`config.mk`:
```
export PLATFORM = sky130hd
export DESIGN_NAME = seq_multiplier
export DESIGN_NICKNAME = d
export VERILOG_FILES = /design/src/rtl/seq_multiplier.sv
export SDC_FILE = /design/constraint.sdc
export NUM_CORES = 1
export LEC_CHECK = 0
export BUFFER_PORTS_ARGS = -buffer_cell sky130_fd_sc_hd__buf_2
export CAP_MARGIN = 20
export CORE_MARGIN = 2
export CORE_UTILIZATION = 50
export CTS_CLUSTER_DIAMETER = 120
export DETAILED_ROUTE_END_ITERATION = 16
export GPL_TIMING_DRIVEN = 0
export PLACE_DENSITY = 0.74
export SLEW_MARGIN = 20
export SYNTH_ARGS = -nofsm -noshare
export SYNTH_HDL_FRONTEND = slang
export SYNTH_SLANG_ARGS = --single-unit
```
`constraint.sdc`:
```
create_clock -name ctl_clk -period 2.6 [get_ports ctl_clk]
set_input_delay 0.26 -clock ctl_clk [delete_from_list [all_inputs] [get_ports ctl_clk]]
set_output_delay 0.26 -clock ctl_clk [all_outputs]
set_load 0.02 [all_outputs]
```
`src/rtl/seq_multiplier.sv`:
```
// Sequential radix-2 shift-add multiplier with trigger/ready/done handshake.
// Define SEQ_MULTIPLIER_SIGNED_EN to build in two's-complement support via signed_cal.
//
// state  | meaning
// IDLE   | ready=1, waiting for trigger
// CALC   | one shift-add iteration per edge, C_WIDTH edges total
// DONE   | done=1 for one cycle, p holds the new product
module seq_multiplier #(
  parameter int C_WIDTH = 32
) (
  input  logic                   ctl_clk,
  input  logic                   reset,
  input  logic [C_WIDTH-1:0]     a,
  input  logic [C_WIDTH-1:0]     b,
  input  logic                   signed_cal,
  input  logic                   trigger,
  output logic [2*C_WIDTH-1:0]   p,
  output logic                   ready,
  output logic                   done
);

  localparam int CNT_W = $clog2(C_WIDTH);
  localparam logic [CNT_W-1:0] CNT_LAST = CNT_W'(C_WIDTH - 1);

  typedef enum logic [1:0] {
    S_IDLE = 2'd0,
    S_CALC = 2'd1,
    S_DONE = 2'd2
  } state_t;

  state_t state, state_nxt;

  logic [C_WIDTH-1:0]   mcand;
  logic [C_WIDTH-1:0]   mplr;
  logic [2*C_WIDTH:0]   acc;
  logic [CNT_W-1:0]     cnt;

  logic [C_WIDTH-1:0]   mag_a;
  logic [C_WIDTH-1:0]   mag_b;
  logic [C_WIDTH:0]     add_hi;
  logic [2*C_WIDTH:0]   acc_step;
  logic [2*C_WIDTH-1:0] prod;
  logic [2*C_WIDTH-1:0] result;
  logic                 accept;
  logic                 last_iter;

`ifdef SEQ_MULTIPLIER_SIGNED_EN
  logic neg;
  logic sign_in;

  // The most negative value negates to itself, which read unsigned is exactly 2^(C_WIDTH-1).
  assign mag_a   = (signed_cal && a[C_WIDTH-1]) ? (~a + C_WIDTH'(1)) : a;
  assign mag_b   = (signed_cal && b[C_WIDTH-1]) ? (~b + C_WIDTH'(1)) : b;
  assign sign_in = signed_cal & (a[C_WIDTH-1] ^ b[C_WIDTH-1]);
  assign result  = neg ? (~prod + (2*C_WIDTH)'(1)) : prod;
`else
  logic unused_signed_cal;

  assign unused_signed_cal = signed_cal;
  assign mag_a  = a;
  assign mag_b  = b;
  assign result = prod;
`endif

  // Partial product lives in the upper C_WIDTH+1 bits so the add never loses its carry.
  assign add_hi    = acc[2*C_WIDTH:C_WIDTH] + {1'b0, (mplr[0] ? mcand : {C_WIDTH{1'b0}})};
  assign acc_step  = {add_hi, acc[C_WIDTH-1:0]} >> 1;
  assign prod      = acc_step[2*C_WIDTH-1:0];
  assign accept    = (state == S_IDLE) && trigger;
  assign last_iter = (state == S_CALC) && (cnt == CNT_LAST);

  always_ff @(posedge ctl_clk or negedge reset) begin
    if (!reset) begin
      state <= S_IDLE;
    end else begin
      state <= state_nxt;
    end
  end

  always_comb begin
    state_nxt = state;
    ready     = 1'b0;
    done      = 1'b0;
    case (state)
      S_IDLE: begin
        ready = 1'b1;
        if (trigger) state_nxt = S_CALC;
      end
      S_CALC: begin
        if (cnt == CNT_LAST) state_nxt = S_DONE;
      end
      S_DONE: begin
        done      = 1'b1;
        state_nxt = S_IDLE;
      end
      default: state_nxt = S_IDLE;
    endcase
  end

  always_ff @(posedge ctl_clk or negedge reset) begin
    if (!reset) begin
      mcand <= '0;
      mplr  <= '0;
      acc   <= '0;
      cnt   <= '0;
      p     <= '0;
`ifdef SEQ_MULTIPLIER_SIGNED_EN
      neg   <= 1'b0;
`endif
    end else if (accept) begin
      mcand <= mag_a;
      mplr  <= mag_b;
      acc   <= '0;
      cnt   <= '0;
`ifdef SEQ_MULTIPLIER_SIGNED_EN
      neg   <= sign_in;
`endif
    end else if (state == S_CALC) begin
      acc  <= acc_step;
      mplr <= mplr >> 1;
      cnt  <= cnt + CNT_W'(1);
      if (last_iter) p <= result;
    end
  end

endmodule

```
After elaboration in Yosys (flattened, before gate mapping)
Cells that the tools add are included.
{"block": "totals", "n_memories": 0, "input_bits": 68, "latch_bits": 0, "mem_bits_rw": 0, "mem_bits_ro": 0, "ff_bits": 200, "wordCells": 32, "output_inout_bits": 66}
{"block": "classes", "shift": 0, "n_bitwise": 1, "n_div": 0, "n_addsub": 2, "magnitude_cmp": 0, "muxes": 12, "mul": 0, "reduce_logical": 6, "eq_ne": 5}
{"cell": "two-way mux 65 bit", "n": 2}
{"cell": "two-way mux 32 bit", "n": 3}
{"cell": "adder 33 x 32 -> 33 bit", "n": 1}
{"cell": "two-way mux 5 bit", "n": 2}
{"cell": "adder 5 x 1 -> 5 bit (second input constant)", "n": 1}
{"cell": "equality test 5 bit (second input constant)", "n": 1}
{"cell": "two-way mux 2 bit", "n": 2}
{"cell": "inequality test 2 bit (second input constant)", "n": 2}
{"cell": "one-hot mux 2 bit (2 select lines)", "n": 1}
{"cell": "AND reduction 3 bit", "n": 1}
{"cell": "equality test 2 x 1 -> 1 bit (second input constant)", "n": 1}
{"cell": "equality test 2 bit (second input constant)", "n": 1}
{"cell": "logical AND 1 bit", "n": 2}
{"cell": "logical NOT 2 bit", "n": 1}
{"cell": "two-way mux 1 bit", "n": 2}
{"cell": "AND reduction 2 bit", "n": 1}
{"cell": "nonzero test 2 bit", "n": 1}
{"cell": "NOT 1 bit", "n": 1}

Logic depth before layout (Yosys ltp)
Gate-level depths: netlist of the first run.
{"block": "logic_depth", "ltp_word": 4, "mapped_depth": 11, "mapped_depth_nobuf": 10}

Worst setup path before layout of the first run
OpenSTA, ideal clock, no wires.
{"block": "synth_timing", "path_type": "register -> register", "startpoint": "register mplr[0]", "endpoint": "register p[61]", "arrival_time_ns": 2.436, "setup_time_ns": 0.138, "path_stages_with_launch": 11, "required_time_ns": 2.462, "synth_period_minus_slack_ns": 2.573, "n_path_buf": 0, "slack_ns": 0.027, "path_cell_list": "dfrtp_1 -> and2_1 -> ha_1 -> fa_1 -> a21oi_1 -> o2111ai_1 -> o2111ai_1 -> o31ai_1 -> a21oi_1 -> mux2i_1 -> o22ai_1"}
{"block": "synth_between", "elab_chain_len": 2}
{"item": "start, declared", "line_no": "34", "source": "logic [C_WIDTH-1:0] mplr;"}
{"item": "start signal, assigned", "line_no": "112", "source": "mplr <= mag_b;"}
{"item": "start signal, assigned", "line_no": "120", "source": "mplr <= mplr >> 1;"}
{"item": "two-way mux 32 bit", "line_no": "66", "source": "assign add_hi = acc[2*C_WIDTH:C_WIDTH] + {1'b0, (mplr[0] ? mcand : {C_WIDTH{1'b0}})};"}
{"item": "adder 33 x 32 -> 33 bit", "line_no": "66"}
{"item": "end signal, assigned", "line_no": "122", "source": "if (last_iter) p <= result;"}
{"item": "end, declared", "line_no": "17", "source": "output logic [2*C_WIDTH-1:0] p,"}
No other way between the ends.
A chain may end at the register's enable or synchronous reset.

Worst setup path in the final report of the first run
Same ends and word-level chain as after synthesis.

==> results of run 1 <==
==> per-stage QoR <==
step | utilization (%) | total power (uW) | hold slack, ns
floorplan | - | 10400 | -0.0356
global placement | 55.8 | 12300 | 0.451
detailed placement | 56.1 | 12500 | 0.169
CTS | 63.2 | 16300 | 0.00106
global route | 65.9 | 18800 | 0.00302
finish | 65.9 | 17600 | 0.000718
==> cell families (layout without fill, tap and decap cells) <==
logic type / count (synthesis) / in the layout
muxes: 8 / 8
adders and majority gates: 35 / 35
and+or+nand+nor: 548 / 548
buffers and inverters: 76 / 297
AOI/OAI and AO/OA: 244 / 244
DFF: 198 / 198
xor gates and xnor gates: 21 / 21
==> cells in the mapped netlist, drive strengths merged (3+ instances only) <==
cell	n	share of area (%)
nand2	401	15
dfrtp	198	51
o21ai	105	5.4
clkbuf	47	1.8
a21oi	46	2.4
and2	35	2.2
a22oi	34	2.6
ha	34	4.3
nand3	31	1.6
nor2	28	1.1
buf	23	1.0
nand4	21	1.3
a21o	18	1.4
xnor2	11	0.98
xor2	10	0.89
and3	9	0.57
o31ai	9	0.69
nand2b	8	0.51
inv	6	0.23
mux2i	6	0.61
a31oi	5	0.38
o2111ai	4	0.36
or4	4	0.31
a211o	3	0.27
a211oi	3	0.28
nor2b	3	0.19
nor3	3	0.15
==> path summary, 6_finish.rpt <==
check / depth (start not counted) / endpoint / start
max: 11 / p[61] / mplr[0]
min: 3 / mcand[20] / a[20]
max reg2reg: 11 / p[61] / mplr[0]
min reg2reg: 2 / p[12] / p[12]
max in group asynchronous: 3 / p[60] / reset
min in group asynchronous: 2 / p[49] / reset
==> critical path, stage by stage (launching register included) <==
cell and delay, ns:
dfrtp_2 0.54, buf_8 0.19, and2_1 0.14, ha_1 0.30, buf_6 0.16, a21oi_1 0.24, o21ai_1 0.16, a21oi_2 0.25
o31ai_4 0.15, a21oi_4 0.23, mux2i_2 0.28, o22ai_1 0.10
==> where the power goes <==
part	internal, uW	switching (uW)	leakage (uW)
Combinational	3740	5570	0.00332
Sequential	4520	972	0.00229
Clock	1350	1470	0.000307
Total	9610	8010	0.00591
==> timing repair <==
action                                 4_1_cts  5_1_grt
resized for setup                           86      111
endpoints found under the hold margin       57        0
hold buffers                                19        0
pin swaps                                   29       39
gates cloned                                 1        0
setup endpoints to repair                   79       65
setup buffers                               20       17
==> final cells by class <==
cell class	count	share of cell area, %
Multi-Input combinational cell	856	41.0
Buffer	68	2.66
Tap cell	265	2.60
Inverter	6	0.177
Timing Repair Buffer	191	9.70
Sequential cell	198	38.9
Clock buffer	17	3.34
Clock inverter	15	1.67
==> registers in the layout, summed over array words and instances (netlist names) <==
register  count
cnt           5
acc          63
mcand        32
p            64
state         2
mplr         32
==> routing by layer <==
layer	GRT usage (%)	vias up
met4	9.24	0
met2	41.8	343
met1	36.9	4404
li1	-	4246
met5	0	-
met3	4.23	77
==> results.md, run 1 <==
- Clock slew at reported path FFs: 0.08 ns
- Initial antenna violation count: 0
- Critical path launch point type: flip-flop
- CTS tree: yes
- Via count: 9,070
- Drt initial violations: 849
- Flops & latches, synth: 198
- Pin slew with the least headroom to its limit: 0.869 ns
- Outcome: finished, violations left
- XOR/XNOR share of the synthesized area: 1.88%
- Ratio of final minimum period to clock period: 110%
- Max-slew violations: 0
- Share of layout cells above drive strength 1: roughly 24%
- Commonest non-fill, non-tap cell in the layout: nand2_1
- Register-to-register setup slack: -0.26 ns
- Mapped Cells: 1,130
- Width of the die: between 100 and 150 um
- Highest Signal Layer: met4
- Dpl hpwl: 18,000 um
- Met2 wire len: roughly 13,000 um
- Post-Route Skew: 0.0165 ns
- Drt first pass iters: 5
- Clock tree buffer depth: 2
- Slew HR: 42.1%
- Clock Latency Late Sink: approximately 0.46 ns
- GPL Wtd Cong: roughly 0.9
- Die ar.: 0.0207 mm^2
- Initial core utilization: approximately half
- Fin area: 0.0127 mm^2
- TritonCTS Sinks: 198
- Synthesis Warnings: 0
- Placed Cells: 1,529
- CTS Buf Count: 17
- Metal-1 WL: between 10,000 and 15,000 um
- Number of global-route vias before repair: between 8,000 and 9,000
- Final setup margin: -0.259 ns
- Mux contribution to synthesized area: 0.843%
- Via density: 5.61
- RSZ-0062 raised after global routing: true
- Final hold violations: 0
- Mean Syn Cell Area: 8.67 um^2
- Syn Nets: 1,233
- Highest-count cells in the layout ignoring fill and taps: 395 x nand2_1, 197 x dfrtp_1, 135 x buf_2, 74 x o21ai_0, 38 x clkbuf_1
- Post-synth EDFFs: 0
- Footprint of the multi-input gates: roughly 0.0052 mm^2
- WL met3: 1690 um
- Required @ worst endpoint: between 2 and 3 ns
- Std-Cell Rows: between 50 and 60
- H-tree Lvls: 4
- Synth Area in Compound Gates: between 15 and 20%
- Worst path arrival time: 3.18 ns
- # diodes: 0
- Max-Cap Viols: 0
- Failing checks: setup timing
- DRC violations left: 0
- First-pass GRT wire length: 42,600 um
- Distinct cells, synth: 52
- Grt ovf: 0
- Register area share after synthesis: around half
- DRT antenna net count: 0
- Clock root buffer: clkbuf_16
- Post-synthesis simple-gate area fraction: 23.9%
- Fillcell total: roughly 1,600
- Fmax: between 0.3 and 0.4 GHz
- Largest net degree at the start of global routing: a little under 90
- Detailed Route WL: roughly 28,000 um
- Drt wl/cell: approximately 17 um
- Top FF cell, synth: dfrtp_1
- Seq. cell area: 0.00496 mm^2
- Worst VDD drop: between 600 and 700 uV
- Setup TNS: -5.53 ns
- Final cell count without fillers: 1,616
- Crit path time final: 2.86 ns
- DP Area: between 0.01 and 0.015 mm^2
- Placement Setup Slack: -0.849 ns
- Crit path kind: reg2reg
- Final #Nets: ~1,400
- P&R area growth vs syn: 30.2%
- Power per cell area: 1380 mW/mm^2
- P_leak: 0.00591 uW
- Io pins: 134
- Core region area: 0.0193 mm^2
- Worst-path fanout max: 10
- Setup violators final: 40
- Die height: 144 um
- Worst Hold Class: in2reg
- Area of the mapped netlist: ~0.0098 mm^2
- Largest family of logic cells by synthesized area: simple AND/OR/NAND/NOR gates
- Total track usage: 26.4%
- Post-Synth Adder-Cell Area: 4.55%
- Critical Path Sink Type: flip-flop
- Async set-reset flop share out of synthesis: between 90% and 100%
- Port bufs: 132
Note: power is estimated with default switching activity, not from simulation.
==> inputs of run 2 (changes only) <==
--- a/config.mk
+++ b/config.mk
@@ -12,7 +12,7 @@
 export CTS_CLUSTER_DIAMETER = 120
 export DETAILED_ROUTE_END_ITERATION = 16
 export GPL_TIMING_DRIVEN = 0
-export PLACE_DENSITY = 0.74
+export PLACE_DENSITY = 0.71
 export SLEW_MARGIN = 20
 export SYNTH_ARGS = -nofsm -noshare
 export SYNTH_HDL_FRONTEND = slang
==> constraint.sdc (replaced) <==
create_clock -name ctl_clk -period 3.08 [get_ports ctl_clk]
set_input_delay 0.308 -clock ctl_clk [delete_from_list [all_inputs] [get_ports ctl_clk]]
set_output_delay 0.308 -clock ctl_clk [all_outputs]
set_load 0.02 [all_outputs]
==> results.md, run 2 (synthesis results as in run 1) <==
- Outcome: finished, final reports clean
- Ratio of final minimum period to clock period: 96.9% (-13 points)
- # diodes: 0 (unchanged)
- Std-Cell Rows: 51 (unchanged)
- Max-Cap Viols: 0 (unchanged)
- Fillcell total: 1,728 (+9.2%)
- Crit path time final: 2.98 ns (+0.125 ns)
- Die ar.: 0.0207 mm^2 (unchanged)
- Critical Path Sink Type: flip-flop
- DP Area: 0.0109 mm^2 (unchanged)
- GPL Wtd Cong: 0.922 (-0.11%)
- Width of the die: 144 um (unchanged)
- Top flop regs: p: 64 flops, acc: 63 flops
- Slew HR: 44.2% (+2.1 points)
- Fin area: 0.0115 mm^2 (-9.7%)
- Worst VDD drop: 518 uV (-19%)
- Register-to-register setup slack: 0.1 ns (+0.35 ns)
- Detailed Route WL: 24,900 um (-12%)
- Grt ovf: 0 (unchanged)
- Fmax: 0.335 GHz (-4.2%)
- Max reg flops: 64 (unchanged)
- Clock tree buffer depth: 2 (unchanged)
- Biggest register: p
- P&R area growth vs syn: 17.6%
- Via count: 8,444 (-6.9%)
- Worst-path fanout max: 10 (unchanged)
- Crit path kind: reg2reg
- CP peak stage delay: 0.66 ns (+0.12 ns)
- Final hold violations: 0 (unchanged)
- P_leak: 0.00552 uW (-6.7%)
- DRC violations left: 0 (unchanged)
- Worst Hold Class: in2reg
- Power per cell area: 1120 mW/mm^2 (-19%)
- Max-slew violations: 0 (unchanged)
- Dpl hpwl: 17,500 um (-2.5%)
- Core region area: 0.0193 mm^2 (unchanged)
- Clock root buffer: clkbuf_16
- Setup violators final: 0 (-100%)
- Initial antenna violation count: 0 (unchanged)
- Drt initial violations: 660 (-22%)
- Setup TNS: 0 ns (+5.53 ns)
- Number of global-route vias before repair: 7,855 (-6.1%)
- Initial core utilization: 50.7% (unchanged)
- RSZ-0062 raised after global routing: false
- Clock slew at reported path FFs: 0.08 ns (about the same)
- Drt first pass iters: 7 (+2)
- Worst path arrival time: 3.29 ns (+0.11 ns)
- Commonest non-fill, non-tap cell in the layout: nand2_1
- Drt wl/cell: 15.9 um (-8.7%)
- Post-Route Skew: 0.00871 ns (-0.00780 ns)
- Die height: 144 um (unchanged)
- Largest net degree at the start of global routing: 95 (+9.2%)
- Total track usage: 24.5% (-1.8 points)
- H-tree Lvls: 4 (unchanged)
- Pin slew with the least headroom to its limit: 0.837 ns (-0.0320 ns)
- DRT antenna net count: 0 (unchanged)
- CTS tree: yes
- Clock Latency Late Sink: 0.44 ns (-0.02 ns)
- Share of layout cells above drive strength 1: 15.8% (-8.5 points)
- First-pass GRT wire length: 39,900 um (-6.3%)
- Via density: 5.40 (-3.8%)
- Port bufs: 132 (unchanged)
- Critical path launch point type: flip-flop
- CTS Buf Count: 17 (unchanged)
- Highest-count cells in the layout ignoring fill and taps: 401 x nand2_1, 197 x dfrtp_1, 141 x buf_2, 99 x o21ai_0, 43 x clkbuf_1
- Io pins: 134 (unchanged)
- Final #Nets: 1,389 (-3.6%)
- CP cell instances: ha_1 > and3_1 > ha_1 > nand2_1 > buf_2 > buf_1 > buf_1 > o22ai_1
- CP max-delay cell: buf_1
- TritonCTS Sinks: 198 (unchanged)
- Required @ worst endpoint: 3.38 ns (+0.46 ns)
-- run 2: cell count changes in the layout (fill, tap and decap cells not counted), moves of 9 or more --
cell,previous run,this run
buf_4,34,4
o21ai_0,74,99
dlygate4sd3_1,19,1
ha_1,15,33
o21ai_1,21,3
ha_4,16,0
a21oi_1,27,42
buf_6,11,0
a21oi_2,13,4
-- run 2: critical path: cells and delay by family, from the launching register on --
kind / cells / cell delay, ns
fa+ha+maj: 2 / 0.44
simple gates: 2 / 0.38
flops: 1 / 0.41
compound gates: 1 / 0.13
buf+inv: 3 / 1.46
-- run 2: worst paths after layout --
kind,from,to,depth (start not counted)
max,cnt[0],p[61],8
min,a[25],mcand[25],3
max reg2reg,cnt[0],p[61],8
min reg2reg,mcand[17],mcand[17],2
max in group asynchronous,reset,mplr[0],4
min in group asynchronous,reset,mcand[2],2
-- run 2: routing by layer --
metal,vias up,wire length (um),GRT usage (%)
met5,-,0,0
met3,41,1320,3.63
met2,263,11100,37.4
li1,4155,-,-
met4,0,492,7.38
met1,3985,11900,36.3
-- run 2: through the flow --
step                total power [uW]  cells  setup slack [ns]  utilization (%)  hold slack (ns)
finish                         12900   1564            0.0960             59.6           0.0508
detailed placement             10600   1529            -0.247             56.1            0.227
global route                   13900   1564           0.00843             59.6           0.0565
floorplan                       8770   1130             0.507                -           0.0124
CTS                            12800   1562            0.0208             59.3           0.0488
global placement               10400   1527             -1.65             55.8            0.451
-- run 2: layout make-up --
type                            count  area [um^2]  area share [%]
Tap cell                          265          332            2.88
Inverter                            6         22.5           0.196
Timing Repair Buffer              138          758            6.58
Clock inverter                     15          143            1.24
Clock buffer                       17          425            3.69
Sequential cell                   198         4960            43.0
Multi-Input combinational cell    856         4600            40.0
Buffer                             69          278            2.41
-- run 2: timing repair --
action / 4_1_cts / 5_1_grt
buffers inserted: 0 / 3
resized for setup: 7 / 17
pin swaps: 2 / 8
endpoints found under the hold margin: 46 / 0
hold buffers: 1 / 0
endpoints found under the setup margin: 13 / 24
-- run 2: report_power, final --
part | leakage (uW) | total (uW) | switching, uW | internal (uW)
Sequential | 0.00229 | 4560 | 740 | 3820
Combinational | 0.00295 | 6150 | 3930 | 2220
Clock | 0.000275 | 2160 | 1090 | 1070
Total | 0.00552 | 12900 | 5760 | 7110
